`config.mk`:
```
export PLATFORM = sky130hd
export DESIGN_NAME = seg_scan_driver
export DESIGN_NICKNAME = d
export VERILOG_FILES = /design/src/rtl/seg_pkg.sv /design/src/rtl/seg7_decode.sv /design/src/rtl/seg_scan_driver.sv
export SDC_FILE = /design/constraint.sdc
export NUM_CORES = 1
export LEC_CHECK = 0
export ABC_AREA = 1
export CAP_MARGIN = 20
export CORE_AREA = 5 5 132 134
export DETAILED_ROUTE_END_ITERATION = 8
export DIE_AREA = 0 0 137 139
export GPL_TIMING_DRIVEN = 0
export SYNTH_ARGS = -nofsm -noshare
export SYNTH_HDL_FRONTEND = slang
export SYNTH_SLANG_ARGS = --single-unit
```
`constraint.sdc`:
```
create_clock -name clk -period 5.24 [get_ports clk]
set_input_delay 0.524 -clock clk [delete_from_list [all_inputs] [get_ports clk]]
set_output_delay 0.524 -clock clk [all_outputs]
set_load 0.005 [all_outputs]
```
`src/rtl/seg_pkg.sv`:
```
// rtl/seg_pkg.sv - shared constants, glyphs and helpers for the seven-segment scan driver
package seg_pkg;

    localparam logic [6:0] SEG_OFF = 7'b1111111;
    localparam logic [3:0] AN_OFF  = 4'b1111;

    // Active-low glyphs, bit order {g,f,e,d,c,b,a}
    localparam logic [6:0] GLYPH_0 = 7'b1000000;
    localparam logic [6:0] GLYPH_1 = 7'b1111001;
    localparam logic [6:0] GLYPH_2 = 7'b0100100;
    localparam logic [6:0] GLYPH_3 = 7'b0110000;
    localparam logic [6:0] GLYPH_4 = 7'b0011001;
    localparam logic [6:0] GLYPH_5 = 7'b0010010;
    localparam logic [6:0] GLYPH_6 = 7'b0000010;
    localparam logic [6:0] GLYPH_7 = 7'b1111000;
    localparam logic [6:0] GLYPH_8 = 7'b0000000;
    localparam logic [6:0] GLYPH_9 = 7'b0010000;
    localparam logic [6:0] GLYPH_A = 7'b0001000;
    localparam logic [6:0] GLYPH_B = 7'b0000011;
    localparam logic [6:0] GLYPH_C = 7'b1000110;
    localparam logic [6:0] GLYPH_D = 7'b0100001;
    localparam logic [6:0] GLYPH_E = 7'b0000110;
    localparam logic [6:0] GLYPH_F = 7'b0001110;

    typedef struct packed {
        logic [31:0] data;
        logic [7:0]  dot;
    } disp_word_t;

    // A zero-cycle blank still needs a 1-bit counter so the register is legal
    function automatic int cnt_width(input int blank_cycles);
        int w;
        w = $clog2(blank_cycles + 1);
        return (w < 1) ? 1 : w;
    endfunction

endpackage

```
`src/rtl/seg7_decode.sv`:
```
// rtl/seg7_decode.sv - hex nibble to active-low seven-segment glyph
module seg7_decode
    import seg_pkg::*;
(
    input  logic [3:0] nibble_i,
    output logic [6:0] seg_o
);

    always_comb begin
        seg_o = SEG_OFF;
        case (nibble_i)
            4'h0: seg_o = GLYPH_0;
            4'h1: seg_o = GLYPH_1;
            4'h2: seg_o = GLYPH_2;
            4'h3: seg_o = GLYPH_3;
            4'h4: seg_o = GLYPH_4;
            4'h5: seg_o = GLYPH_5;
            4'h6: seg_o = GLYPH_6;
            4'h7: seg_o = GLYPH_7;
            4'h8: seg_o = GLYPH_8;
            4'h9: seg_o = GLYPH_9;
            4'hA: seg_o = GLYPH_A;
            4'hB: seg_o = GLYPH_B;
            4'hC: seg_o = GLYPH_C;
            4'hD: seg_o = GLYPH_D;
            4'hE: seg_o = GLYPH_E;
            4'hF: seg_o = GLYPH_F;
            default: seg_o = SEG_OFF;
        endcase
    end

endmodule

```
`src/rtl/seg_scan_driver.sv`:
```
// rtl/seg_scan_driver.sv - double-buffered 8-digit hex scan output with anti-ghost blanking
module seg_scan_driver
    import seg_pkg::*;
#(
    parameter int BLANK_CYCLES = 1000,
    parameter bit LZB          = 1'b1
) (
    input  logic        clk,
    input  logic        rst,
    input  logic [3:0]  sel_in,
    input  logic        page_in,
    input  logic [31:0] data_in,
    input  logic [7:0]  dot_in,
    input  logic        load,
    output logic [3:0]  an,
    output logic [6:0]  seg,
    output logic        dp,
    output logic        pending
);

    localparam int             CW         = cnt_width(BLANK_CYCLES);
    localparam logic [CW-1:0]  BLANK_LOAD = CW'(BLANK_CYCLES);

    disp_word_t    shadow_q, shadow_d;
    disp_word_t    active_q, active_d;
    logic          pending_q, pending_d;
    logic [3:0]    sel_q;
    logic          page_q;
    logic [CW-1:0] cnt_q, cnt_d;
    logic [3:0]    an_q, an_d;
    logic [6:0]    seg_q, seg_d;
    logic          dp_q, dp_d;

    logic          page_edge;
    logic          sel_valid;
    logic          trigger;
    logic [1:0]    pos;
    logic [2:0]    idx;
    logic [3:0]    nibble;
    logic [6:0]    glyph;
    logic [7:0]    zero_from;
    logic          digit_blank;
    disp_word_t    load_word;

    seg7_decode u_decode (
        .nibble_i (nibble),
        .seg_o    (glyph)
    );

    // Buffer transfer: a load coinciding with a page edge bypasses the shadow
    always_comb begin
        page_edge = (page_in != page_q);
        load_word = disp_word_t'({data_in, dot_in});
        shadow_d  = load ? load_word : shadow_q;
        active_d  = active_q;
        pending_d = pending_q;
        if (page_edge && load) begin
            active_d  = load_word;
            pending_d = 1'b0;
        end else if (page_edge && pending_q) begin
            active_d  = shadow_q;
            pending_d = 1'b0;
        end else if (load) begin
            pending_d = 1'b1;
        end
    end

    // Digit selection and leading-zero mask are taken from the value that lands this edge
    always_comb begin
        sel_valid = $onehot(~sel_in);
        pos       = 2'd0;
        case (sel_in)
            4'b1110: pos = 2'd0;
            4'b1101: pos = 2'd1;
            4'b1011: pos = 2'd2;
            4'b0111: pos = 2'd3;
            default: pos = 2'd0;
        endcase
        idx    = {page_in, pos};
        nibble = active_d.data[{idx, 2'b00} +: 4];
        for (int k = 0; k < 8; k++) begin
            zero_from[k] = ((active_d.data >> (4 * k)) == 32'd0);
        end
        digit_blank = LZB && (idx != 3'd0) && zero_from[idx];
        trigger     = sel_valid && ((sel_in != sel_q) || page_edge);
    end

    always_comb begin
        an_d  = AN_OFF;
        seg_d = SEG_OFF;
        dp_d  = 1'b1;
        cnt_d = cnt_q;
        if (!sel_valid) begin
            if (cnt_q != '0) begin
                cnt_d = cnt_q - CW'(1);
            end
        end else begin
            seg_d = digit_blank ? SEG_OFF : glyph;
            dp_d  = ~active_d.dot[idx];
            if (trigger && (BLANK_CYCLES > 0)) begin
                cnt_d = BLANK_LOAD;
            end else if (cnt_q != '0) begin
                cnt_d = cnt_q - CW'(1);
            end else begin
                an_d = sel_in;
            end
        end
    end

    always_ff @(posedge clk) begin
        if (rst) begin
            shadow_q  <= '0;
            active_q  <= '0;
            pending_q <= 1'b0;
            sel_q     <= AN_OFF;
            page_q    <= page_in;
            cnt_q     <= '0;
            an_q      <= AN_OFF;
            seg_q     <= SEG_OFF;
            dp_q      <= 1'b1;
        end else begin
            shadow_q  <= shadow_d;
            active_q  <= active_d;
            pending_q <= pending_d;
            sel_q     <= sel_in;
            page_q    <= page_in;
            cnt_q     <= cnt_d;
            an_q      <= an_d;
            seg_q     <= seg_d;
            dp_q      <= dp_d;
        end
    end

    assign an      = an_q;
    assign seg     = seg_q;
    assign dp      = dp_q;
    assign pending = pending_q;

endmodule

```
==> metrics.yaml <==
clock_tree:
  clockBufferDepth: 2
  cts_buffers: 9
  htree_levels: 3
  cts_root_buf: "clkbuf_16"
  cts_setup_buffers: 0
  path_clk_slew_ns: 0.07
  cts_resized: 0
  cts_sinks: 108
  clk_latency_ns: 0.37
  cts_hold_buf: 0
  cts_tree: "yes"
critical_path:
  r2r_slack_ns: 2.49
  rr_endpoint: "seg[3]"
  start_kind: "input port"
  path_common_cell: "nand2_1"
  critPathKind: "in2reg"
  reg2reg_depth: 15
  cp-end-kind: "flop"
  rr_startpoint: "pending"
  crit_required_ns: 5.49
  crit_chain: "clkdlybuf4s50_1, inv_1, ha_1, nand2_2, inv_1, nor2_2, nand3_1, nand2_1, nor2_1, nand2_1, nand2_1, ha_1, nand3_1, nand3_1, nand2_1, inv_1, nand2_1"
  cpMaxStageDelayCell: "clkdlybuf4s50_1"
  worstPathArrival_ns: 3.58
  critPathMaxFanout: 10
  cpPeakStageDelay_ns: 0.57
sta:
  finalCritPeriodShare_pct: 63.59
  rsz0062_at_grt: "false"
  tightest_slew_ns: 0.6525
  fin_skew_ns: 0.01097
  final_hold_viol_count: 0
  setup_tns_ns: 0
  finalMaxSlewViolations: 0
  finalSetupViolCount: 0
  fin_crit_ns: 3.332
  max_clock_freq_mhz: 300.1
  relSlewSlack_pct: 56.50
layout:
  regArea_um2: 2162
  final_cell_area_um2: 6709
  area_growth_pct: 21.42
  fin_nets: 950
  drive_gt1_share_pct: 6.696
  mostFrequentLayoutCell: "nand2_1"
  diodes: 0
  n_fill_cell: 1742
  final_cell_mix: "nand2_1 (196), nor2_1 (148), dfxtp_1 (108)"
  multi_input_area_um2: 2915
worst_hold_path:
  hp-start: "shadow_q[22]"
  hold_path.class: "reg2reg"
  worstHoldPathCells: 2
  whs_endpoint: "shadow_q[22]"
routing:
  viasPerCell: 4.956
  drt-total-wl_mm: 17.44
  drc: 0
  via_count: 5531
  ant_nets: 0
  drt_iter0_drc: 378
  wire_per_inst_um: 15.62
  first_pass_iters: 7
grt:
  gr-total-overflow: 0
  antenna_found_initial: 0
  grt_pass1_wl_mm: 27.50
  grt_pass1_vias: 5088
  track_usage_pct: 18.54
  grt_start_max_net_pins: 17
placed_design:
  gp_congestion: 0.9050
  place_hpwl_mm: 12.50
  place_area_um2: 6391
  io_buffers: 59
floorplan:
  rows: 47
  dieWidth_um: 137
  die_area_um2: 19040
  ioPinCount: 61
  start_util_pct: 34.17
  fp.dieH_um: 139
  core-area_um2: 16170
synth:
  avgSynthCellArea_um2: 6.730
  ys_seq_area_share_pct: 39.13
  synth_top_area_cell: "dfxtp_1"
  yosysUniqueCellTypes: 36
  ys_seq_elements: 108
  ys_warn_count: 0
  yosys.area.top_type_share_pct: 39.13
  synthTopCellsByArea: "dfxtp_1 (39%), nand2_1 (13%), nor2_1 (10%), nand3_1 (7.8%), o21ai_0 (5.3%)"
  mappedNetlistArea_um2: 5525
  syn-num-nets: 880
  synthesis.instances: 821
power_and_ir_drop:
  p_per_area_nw_per_um2: 339.1
  leakage_nw: 2.961
  vdd_drop_max_mv: 0.1849
flow_run:
  maxCapViolCount: 0
run_status:
  status: "finished, final reports clean"
## cell families after synthesis
family          after synthesis  share of synthesized area (%)
compound gates               93                          8.809
flops                       108                          39.13
buf+inv                      98                          8.107
simple gates                508                          40.85
fa+ha+maj                    11                          2.627
xor+xnor                      3                         0.4756
## final cells by class
cell class | count | share of cell area, %
inverter | 53 | 3.040
clock buffer | 11 | 3.618
sequential | 108 | 32.23
buffer | 45 | 3.637
timing repair buffer | 59 | 8.803
multi-input combinational | 615 | 43.45
tap | 220 | 4.103
clock inverter | 5 | 1.119
## metrics by stage
stage / std cells / setup slack, ns / hold slack, ns / utilization [%] / total power, mW
after floorplan: 821 / 2.861 / 0.4332 / - / 1.363
after global placement: 1100 / 1.537 / 0.4497 / 39.52 / 1.533
after detailed placement: 1100 / 1.519 / 0.4492 / 39.52 / 1.540
after CTS: 1116 / 1.898 / 0.4593 / 41.49 / 2.286
after global routing: 1116 / 1.687 / 0.4759 / 41.49 / 2.404
final: 1116 / 1.908 / 0.4551 / 41.49 / 2.275
## layer usage
| layer | global-route usage [%] | share of wire [%] | up-vias |
|---|---|---|---|
| met5 | 0 | 0 | - |
| met4 | 5.200 | 2.0 | 0 |
| met3 | 3.302 | 6.2 | 26 |
| met2 | 29.82 | 46 | 190 |
| met1 | 25.43 | 46 | 2502 |
| li1 | - | - | 2813 |
## worst max-delay path by stage
stage | cells after the start | slack, ns | startpoint | to
after floorplan | 10 | 2.86 | sel_in[0] | cnt_q[4]
after global placement | 17 | 1.54 | sel_in[1] | seg[3]
after detailed placement | 17 | 1.52 | sel_in[1] | seg[3]
after CTS | 17 | 1.90 | sel_in[1] | seg[3]
after global routing | 19 | 1.69 | sel_in[1] | seg[0]
final | 17 | 1.91 | sel_in[1] | seg[3]
## registers in the layout (all words and copies together) (netlist names)
register	count
page_q	1
shadow_q	40
active_q	40
cnt_q	10
pending	1
sel_q	4
an	4
dp	1
seg	7
## cell usage after synthesis, drive strengths merged
| master | count |
|---|---|
| nand2 | 204 |
| ha | 10 |
| o21ai | 61 |
| a211oi | 1 |
| xnor2 | 1 |
| a31oi | 5 |
| clkbuf | 21 |
| fa | 1 |
| dfxtp | 108 |
| inv | 51 |
| nand3 | 88 |
| clkinv | 2 |
| or2 | 22 |
| nor2 | 152 |
| nor4 | 2 |
| buf | 24 |
| o21a | 4 |
| nand4 | 35 |
| nor3 | 3 |
| a21oi | 21 |
| xor2 | 2 |
| a21boi | 1 |
| and2 | 2 |
## worst max-delay path, delay by kind of cell
kind                       cells  cell delay, ns
adders and majority gates      2            0.53
buffers and inverters          4            0.93
and+or+nand+nor               11            1.59
## power breakdown
part | leakage [nW] | internal [mW] | total, mW | switching [mW]
combinational | 1.91 | 0.215 | 0.567 | 0.352
clock | 0.159 | 0.430 | 0.749 | 0.319
sequential | 0.894 | 0.910 | 0.959 | 0.0490
total | 2.96 | 1.56 | 2.27 | 0.719
No activity file was read; power rests on OpenSTA's default activity.
